**src/rtl/bpsk_carrier_modulator.sv**
```systemverilog
// rtl/bpsk_carrier_modulator.sv - BPSK modulator: symbol hold, quarter-wave LUT NCO, 2-stage multiply/saturate
module bpsk_carrier_modulator #(
  parameter int SPS         = 16,
  parameter int PHASE_W     = 16,
  parameter int CARRIER_FCW = 4096
) (
  input  logic              clock,
  input  logic              reset,
  input  logic              enable,
  input  logic signed [7:0] data_in,
  input  logic              data_valid,
  output logic              data_ready,
  output logic signed [7:0] mod_out,
  output logic              mod_valid,
  output logic              underrun
);

  localparam int CNT_W = $clog2(SPS);
  localparam logic [CNT_W-1:0]   CNT_LAST = CNT_W'(SPS - 1);
  localparam logic [PHASE_W-1:0] FCW      = PHASE_W'(CARRIER_FCW);

  // First quadrant of round(127*sin(2*pi*a/256)), a = 0..64
  localparam logic [6:0] ROM [65] = '{
    7'd0,   7'd3,   7'd6,   7'd9,   7'd12,  7'd16,  7'd19,  7'd22,
    7'd25,  7'd28,  7'd31,  7'd34,  7'd37,  7'd40,  7'd43,  7'd46,
    7'd49,  7'd51,  7'd54,  7'd57,  7'd60,  7'd63,  7'd65,  7'd68,
    7'd71,  7'd73,  7'd76,  7'd78,  7'd81,  7'd83,  7'd85,  7'd88,
    7'd90,  7'd92,  7'd94,  7'd96,  7'd98,  7'd100, 7'd102, 7'd104,
    7'd106, 7'd107, 7'd109, 7'd111, 7'd112, 7'd113, 7'd115, 7'd116,
    7'd117, 7'd118, 7'd120, 7'd121, 7'd122, 7'd122, 7'd123, 7'd124,
    7'd125, 7'd125, 7'd126, 7'd126, 7'd126, 7'd127, 7'd127, 7'd127,
    7'd127
  };

  logic [PHASE_W-1:0] phase_acc;
  logic [CNT_W-1:0]   sym_cnt;
  logic signed [7:0]  symbol;
  logic signed [7:0]  sine_r;
  logic signed [7:0]  sym_r;
  logic [1:0]         fill;

  logic [7:0]         idx;
  logic [1:0]         quad;
  logic [5:0]         offs;
  logic [6:0]         rom_addr;
  logic signed [7:0]  rom_s;
  logic signed [7:0]  lut_val;
  logic signed [15:0] prod;
  logic signed [7:0]  sat_val;

  assign idx      = phase_acc[PHASE_W-1 -: 8];
  assign quad     = idx[7:6];
  assign offs     = idx[5:0];
  // Odd quadrants read the table mirrored; the upper half negates it
  assign rom_addr = quad[0] ? (7'd64 - {1'b0, offs}) : {1'b0, offs};
  assign rom_s    = $signed({1'b0, ROM[rom_addr]});
  assign lut_val  = quad[1] ? (8'sd0 - rom_s) : rom_s;

  assign prod    = 16'(sine_r) * 16'(sym_r);
  assign sat_val = (prod > 16'sd127)  ? 8'sd127 :
                   (prod < -16'sd127) ? -8'sd127 : prod[7:0];

  assign data_ready = enable && (sym_cnt == CNT_LAST);
  assign mod_valid  = enable && fill[1];

  always_ff @(posedge clock or negedge reset) begin
    if (!reset) begin
      phase_acc <= '0;
      sym_cnt   <= '0;
      symbol    <= '0;
      sine_r    <= '0;
      sym_r     <= '0;
      mod_out   <= '0;
      fill      <= '0;
      underrun  <= 1'b0;
    end else if (enable) begin
      phase_acc <= phase_acc + FCW;
      sym_cnt   <= (sym_cnt == CNT_LAST) ? '0 : sym_cnt + 1'b1;
      if (data_ready) begin
        if (data_valid) begin
          symbol <= data_in;
        end else begin
          symbol   <= '0;
          underrun <= 1'b1;
        end
      end
      sine_r  <= lut_val;
      sym_r   <= symbol;
      mod_out <= sat_val;
      if (!fill[1]) fill <= fill + 2'd1;
    end
  end

endmodule

```
**config.mk**
```make
export PLATFORM = sky130hd
export DESIGN_NAME = bpsk_carrier_modulator
export DESIGN_NICKNAME = d
export VERILOG_FILES = /design/src/rtl/bpsk_carrier_modulator.sv
export SDC_FILE = /design/constraint.sdc
export NUM_CORES = 1
export LEC_CHECK = 0
export CAP_MARGIN = 40
export CORE_MARGIN = 4
export CORE_UTILIZATION = 45
export CTS_BUF_LIST = sky130_fd_sc_hd__clkbuf_2
export CTS_CLUSTER_SIZE = 28
export DETAILED_ROUTE_END_ITERATION = 7
export PLACE_DENSITY = 0.67
export SLEW_MARGIN = 20
export SYNTH_ARGS = -nofsm -noshare
export SYNTH_HDL_FRONTEND = slang
export SYNTH_SLANG_ARGS = --single-unit
```
**constraint.sdc**
```tcl
create_clock -name clock -period 9.9 [get_ports clock]
set_input_delay 1.98 -clock clock [delete_from_list [all_inputs] [get_ports clock]]
set_output_delay 1.98 -clock clock [all_outputs]
set_load 0.005 [all_outputs]
```
* Word level (Yosys, flattened, before mapping) *
Memory sizes are Yosys's and may differ from the RTL's.
Index checks and enable logic that the tools add are counted.

word-level totals
  register bits = 55
  bits in read-only memories = 896
  output and inout port bits = 11
  logic and storage cells = 37
  memories kept = 1

memories
  memory            words  bits a word  rd ports  clocked after memory_dff  write ports  RTL line  RTL
  (name not given)  128    7            1         0                         0            56        assign rom_s = $signed({1'b0, ROM[rom_addr]});

cells by class
  add/sub/neg operators = 5
  $mul = 1
  magnitude comparators = 3
  equal/unequal tests = 1
  multiplexer cells = 9
  bitwise gates (word level) = 3
  reduce and logical (&&, ||, !) cells = 5

operator list
  kind                                                             number
  two-way mux 8 bit                                                4
  two-way mux 7 bit                                                3
  adder 16 x 13 -> 16 bit (second input constant)                  1
  greater-than comparator 16 x 8 -> 1 bit (second input constant)  1
  less-than comparator 16 x 8 -> 1 bit (second input constant)     1
  multiplier 8 x 8 -> 16 bit                                       1
  >= comparator 8 bit (second input constant)                      1
  inverter 7 -> 8 bit                                              1
  subtractor 1 x 7 -> 8 bit (first input constant)                 1
  subtractor 7 x 6 -> 7 bit (first input constant)                 1
  adder 4 x 1 -> 4 bit (second input constant)                     1
  equality test 4 bit (second input constant)                      1
  two-way mux 4 bit                                                1
  AND reduction 2 bit                                              2
  AND reduction 3 bit                                              1
  adder 2 x 1 -> 2 bit (second input constant)                     1
  logical AND 1 bit                                                2
  two-way mux 2 bit                                                1
  inverter 1 bit                                                   2

* Logic depth before layout (Yosys ltp) *
  depth after elaboration = 8
  mapped depth = 19

* Worst setup path after synthesis *
No wires, ideal clock.

  path kind = reg-to-reg
  from = register sine_r[7]
  to = register mod_out[6]
  setup time = 0.124 ns
  arrival time = 5.066 ns
  required time = 9.776 ns
  setup slack = 4.710 ns
  stages on the path, launching flop included = 19
  path buffers = 1
  cell sequence = dfrtp_1 and2_1 fa_1 inv_1 fa_1 inv_1 fa_1 inv_1 fa_1 inv_1 ha_1 buf_6 a41o_1 a21oi_2 o221ai_1 or3b_4 nor4_4 a211oi_1 a211o_1

between the ends
  cells in the longest elaborated chain, start to end = 4
  elaborated cells between the ends (all ways) = 5
  those cells by class = 1 x mul; 2 x order compare; 2 x mux

RTL lines
  what                                  RTL line  RTL
  from (decl)                           38        logic signed [7:0] sine_r;
  from (signal assigned)                87        sine_r <= lut_val;
  multiplier 8 x 8 -> 16 bit (*)        59        assign prod = 16'(sine_r) * 16'(sym_r);
  less-than comparator 16 x 8 -> 1 bit  61        (prod < -16'sd127) ? -8'sd127 : prod[7:0];
  two-way mux 8 bit                     61
  two-way mux 8 bit (*)                 60        assign sat_val = (prod > 16'sd127) ? 8'sd127 :
  to (signal assigned)                  89        mod_out <= sat_val;
  to (decl)                             13        output logic signed [7:0] mod_out,

Every way passes the cells marked *; elsewhere a longest branch is shown, timed or not.
A chain may end at the register's enable or synchronous reset.

* Final worst setup path *
  from = input enable
  to = output data_ready

between the ends
  cells in the longest elaborated chain, start to end = 1

RTL lines
  what               RTL line  RTL
  from (decl)        9         input logic enable,
  logical AND 1 bit  63        assign data_ready = enable && (sym_cnt == CNT_LAST);
  to (decl)          12        output logic data_ready,

No other way between the ends.

==> flow_summary.ini <==
[clocking]
cts_tree = built
htreeDepth = 2
numCtsBuffers = 5
clk_latency_ns = 0.41
cts_root_buf = clkbuf_2
post_cts_buffers = 0
cts_resized = 0
cts_buffer_depth = 2
cts.sinks = 43
path_clk_slew_ns = 0.24
post_cts_hold_buffer_count = 0

[synthesis]
syn_inst = 482
syn-cell-area_um2 = 4640
avgSynthCellArea_um2 = 9.63
synth_flop_cell = dfrtp_1
seq_area_frac_synth = 0.232
synth_area_leaders = fa_1 24%, dfrtp_1 23%, ha_1 8.9%
synth_cell_type_count = 56
synth_edf_count = 0
synth_nets = 582
synth_top_area_share = 0.237
synth_warnings = 0
ys_seq_elements = 43
synth_area_leader_cell = fa_1
ys_async_sr_fraction = 1.00

[global_routing]
grt_max_degree = 44
grt_use_total = 0.161
antenna_found_initial = 0
gr-total-overflow = 0
grt_pass1_wl_um = 15700
grt_pass1_vias = 3380

[route]
wl_per_cell_um = 13.7
drtIter0Drc = 134
ant_nets = 0
via_per_inst = 5.09
routed_wl_um = 8670
drc = 0
firstDrtPassIters = 4
vias = 3228

[timing]
relSlewSlack = 0.533
fin_crit_sh = 0.623
fin_skew_ns = 0.0186
worstMarginPinSlew_ns = 0.696
fin_crit_ns = 6.17
clock.fmax_ghz = 0.162
rsz0062_at_grt = false
finalSetupTns_ns = 0
finalMaxSlewViolations = 0
setup_viol = 0
hold_viol = 0

[cells_and_area]
area_growth_pct = 8.57
post_route_cells_drive_above_1_share = 0.0599
final_cell_mix = 88 x inv_1, 55 x fa_1, 45 x and2_1
final_cell_area_um2 = 5040
fill_cells = 955
post-route-util = 0.509
instances_no_fill = 634
final_common_cell = inv_1
antenna_cells = 0
num-nets-final = 600

[job]
cap_violations = 0

[floorplanning]
initial_core_util = 0.468
fp.dieArea_um2 = 12000
io_pins = 23
core_region_area_um2 = 9910
die_h_um = 110
fp-row-count = 36
die_w_um = 110

[critical_path]
crit_path_start = enable
cp_common_cell = clkdlybuf4s50_1
crit_chain = clkdlybuf4s50_1 -> buf_4 -> nand4_1 -> inv_1 -> clkdlybuf4s50_1
crit_fanout = 42
start_kind = primary input
worstPathArrival_ns = 4.19
required_ns = 7.92
max_stage_delay_ns = 0.56
r2r-start = sym_r[3]
path_class = in2out
setup.worst_path.end_class = output port
cpMaxStageDelayCell = nand4_1

[place]
gp_congestion = 0.815
io_buffers = 22
post_dp_cell_area_um2 = 4970
place_hpwl_um = 7080
dp.cells = 626

[worst_hold_path]
worstHoldStart = fill[0]
worstHoldPathType = reg2reg

[outcome]
status = completed
## worst max-delay path: cells and delay by family
family | cells | cell delay, ns
AND/OR/NAND/NOR | 1 | 0.56
buffers and inverters | 4 | 1.62
## area by class of cell
type                       instances  area (um2)  area share
clock buffer                       5        25.0     0.00497
clock inverter                     3        42.5     0.00844
inverter                          89         334      0.0663
multi-input combinational        337        3170       0.628
sequential                        43        1080       0.214
tap                              133         166      0.0330
timing repair buffer              24         230      0.0457
## final timing paths
check / to / cells after the start / slack, ns
worst max-delay path: data_ready / 5 / 3.73
worst min-delay path: fill[0] / 1 / 0.49
worst max register to register: mod_out[4] / 17 / 4.34
worst min register to register: fill[0] / 1 / 0.49
max in group asynchronous: sym_r[5] / 2 / 7.93
min in group asynchronous: mod_out[0] / 2 / 1.58
## Yosys cell counts (2+ instances only)
master / n
and4_1: 2
nor2b_1: 6
buf_6: 2
dfrtp_1: 43
nand2_1: 40
nor2_1: 10
a21o_1: 5
clkbuf_1: 8
nand4_1: 6
a21oi_1: 18
nand3_1: 4
a211o_1: 2
o21a_1: 4
xor2_1: 4
o211a_1: 2
mux2_2: 12
o21ai_0: 21
xnor2_1: 18
o211ai_1: 3
ha_1: 33
nand2b_1: 6
and3_1: 2
nor3_1: 4
fa_1: 55
and2_1: 45
inv_1: 88
a221o_1: 5
nor3b_1: 2
o2111ai_1: 2
mux2i_1: 4
## per-layer routing
| metal | GRT usage | vias up | share of wire |
|---|---|---|---|
| met5 | 0 | - | 0 |
| met4 | 0.0258 | 0 | 0.0092 |
| met3 | 0.0258 | 9 | 0.026 |
| met2 | 0.275 | 45 | 0.49 |
| met1 | 0.220 | 1579 | 0.47 |
| li1 | - | 1595 | - |
## cells by family (layout without fill, tap and decap cells)
family                   count (synthesis)  count (layout)  synth area share
flip-flops                              43              43             0.232
buffers and inverters                  102             121            0.0863
AO/OA/AOI/OAI                           76              76             0.115
adder cells (fa/ha/maj)                 88              88             0.326
multiplexers                            16              16            0.0377
AND/OR/NAND/NOR                        135             135             0.162
XOR/XNOR                                22              22            0.0415
## flip-flops by register name (all words and copies together), names as in the netlist
signal	cells
fill	2
phase_acc	4
underrun	1
symbol	8
sym_r	8
sym_cnt	4
sine_r	8
mod_out	8
## metrics by stage
stage	hold slack [ns]	setup WS [ns]
final	0.493	3.73
after detailed placement	0.470	3.68
after CTS	0.499	3.67
after global routing	0.526	3.49
after floorplan	0.433	4.71
after global placement	0.460	3.76
Power is not shown: default switching activity piles up to over one toggle a cycle in this logic, so the estimate is an artifact.
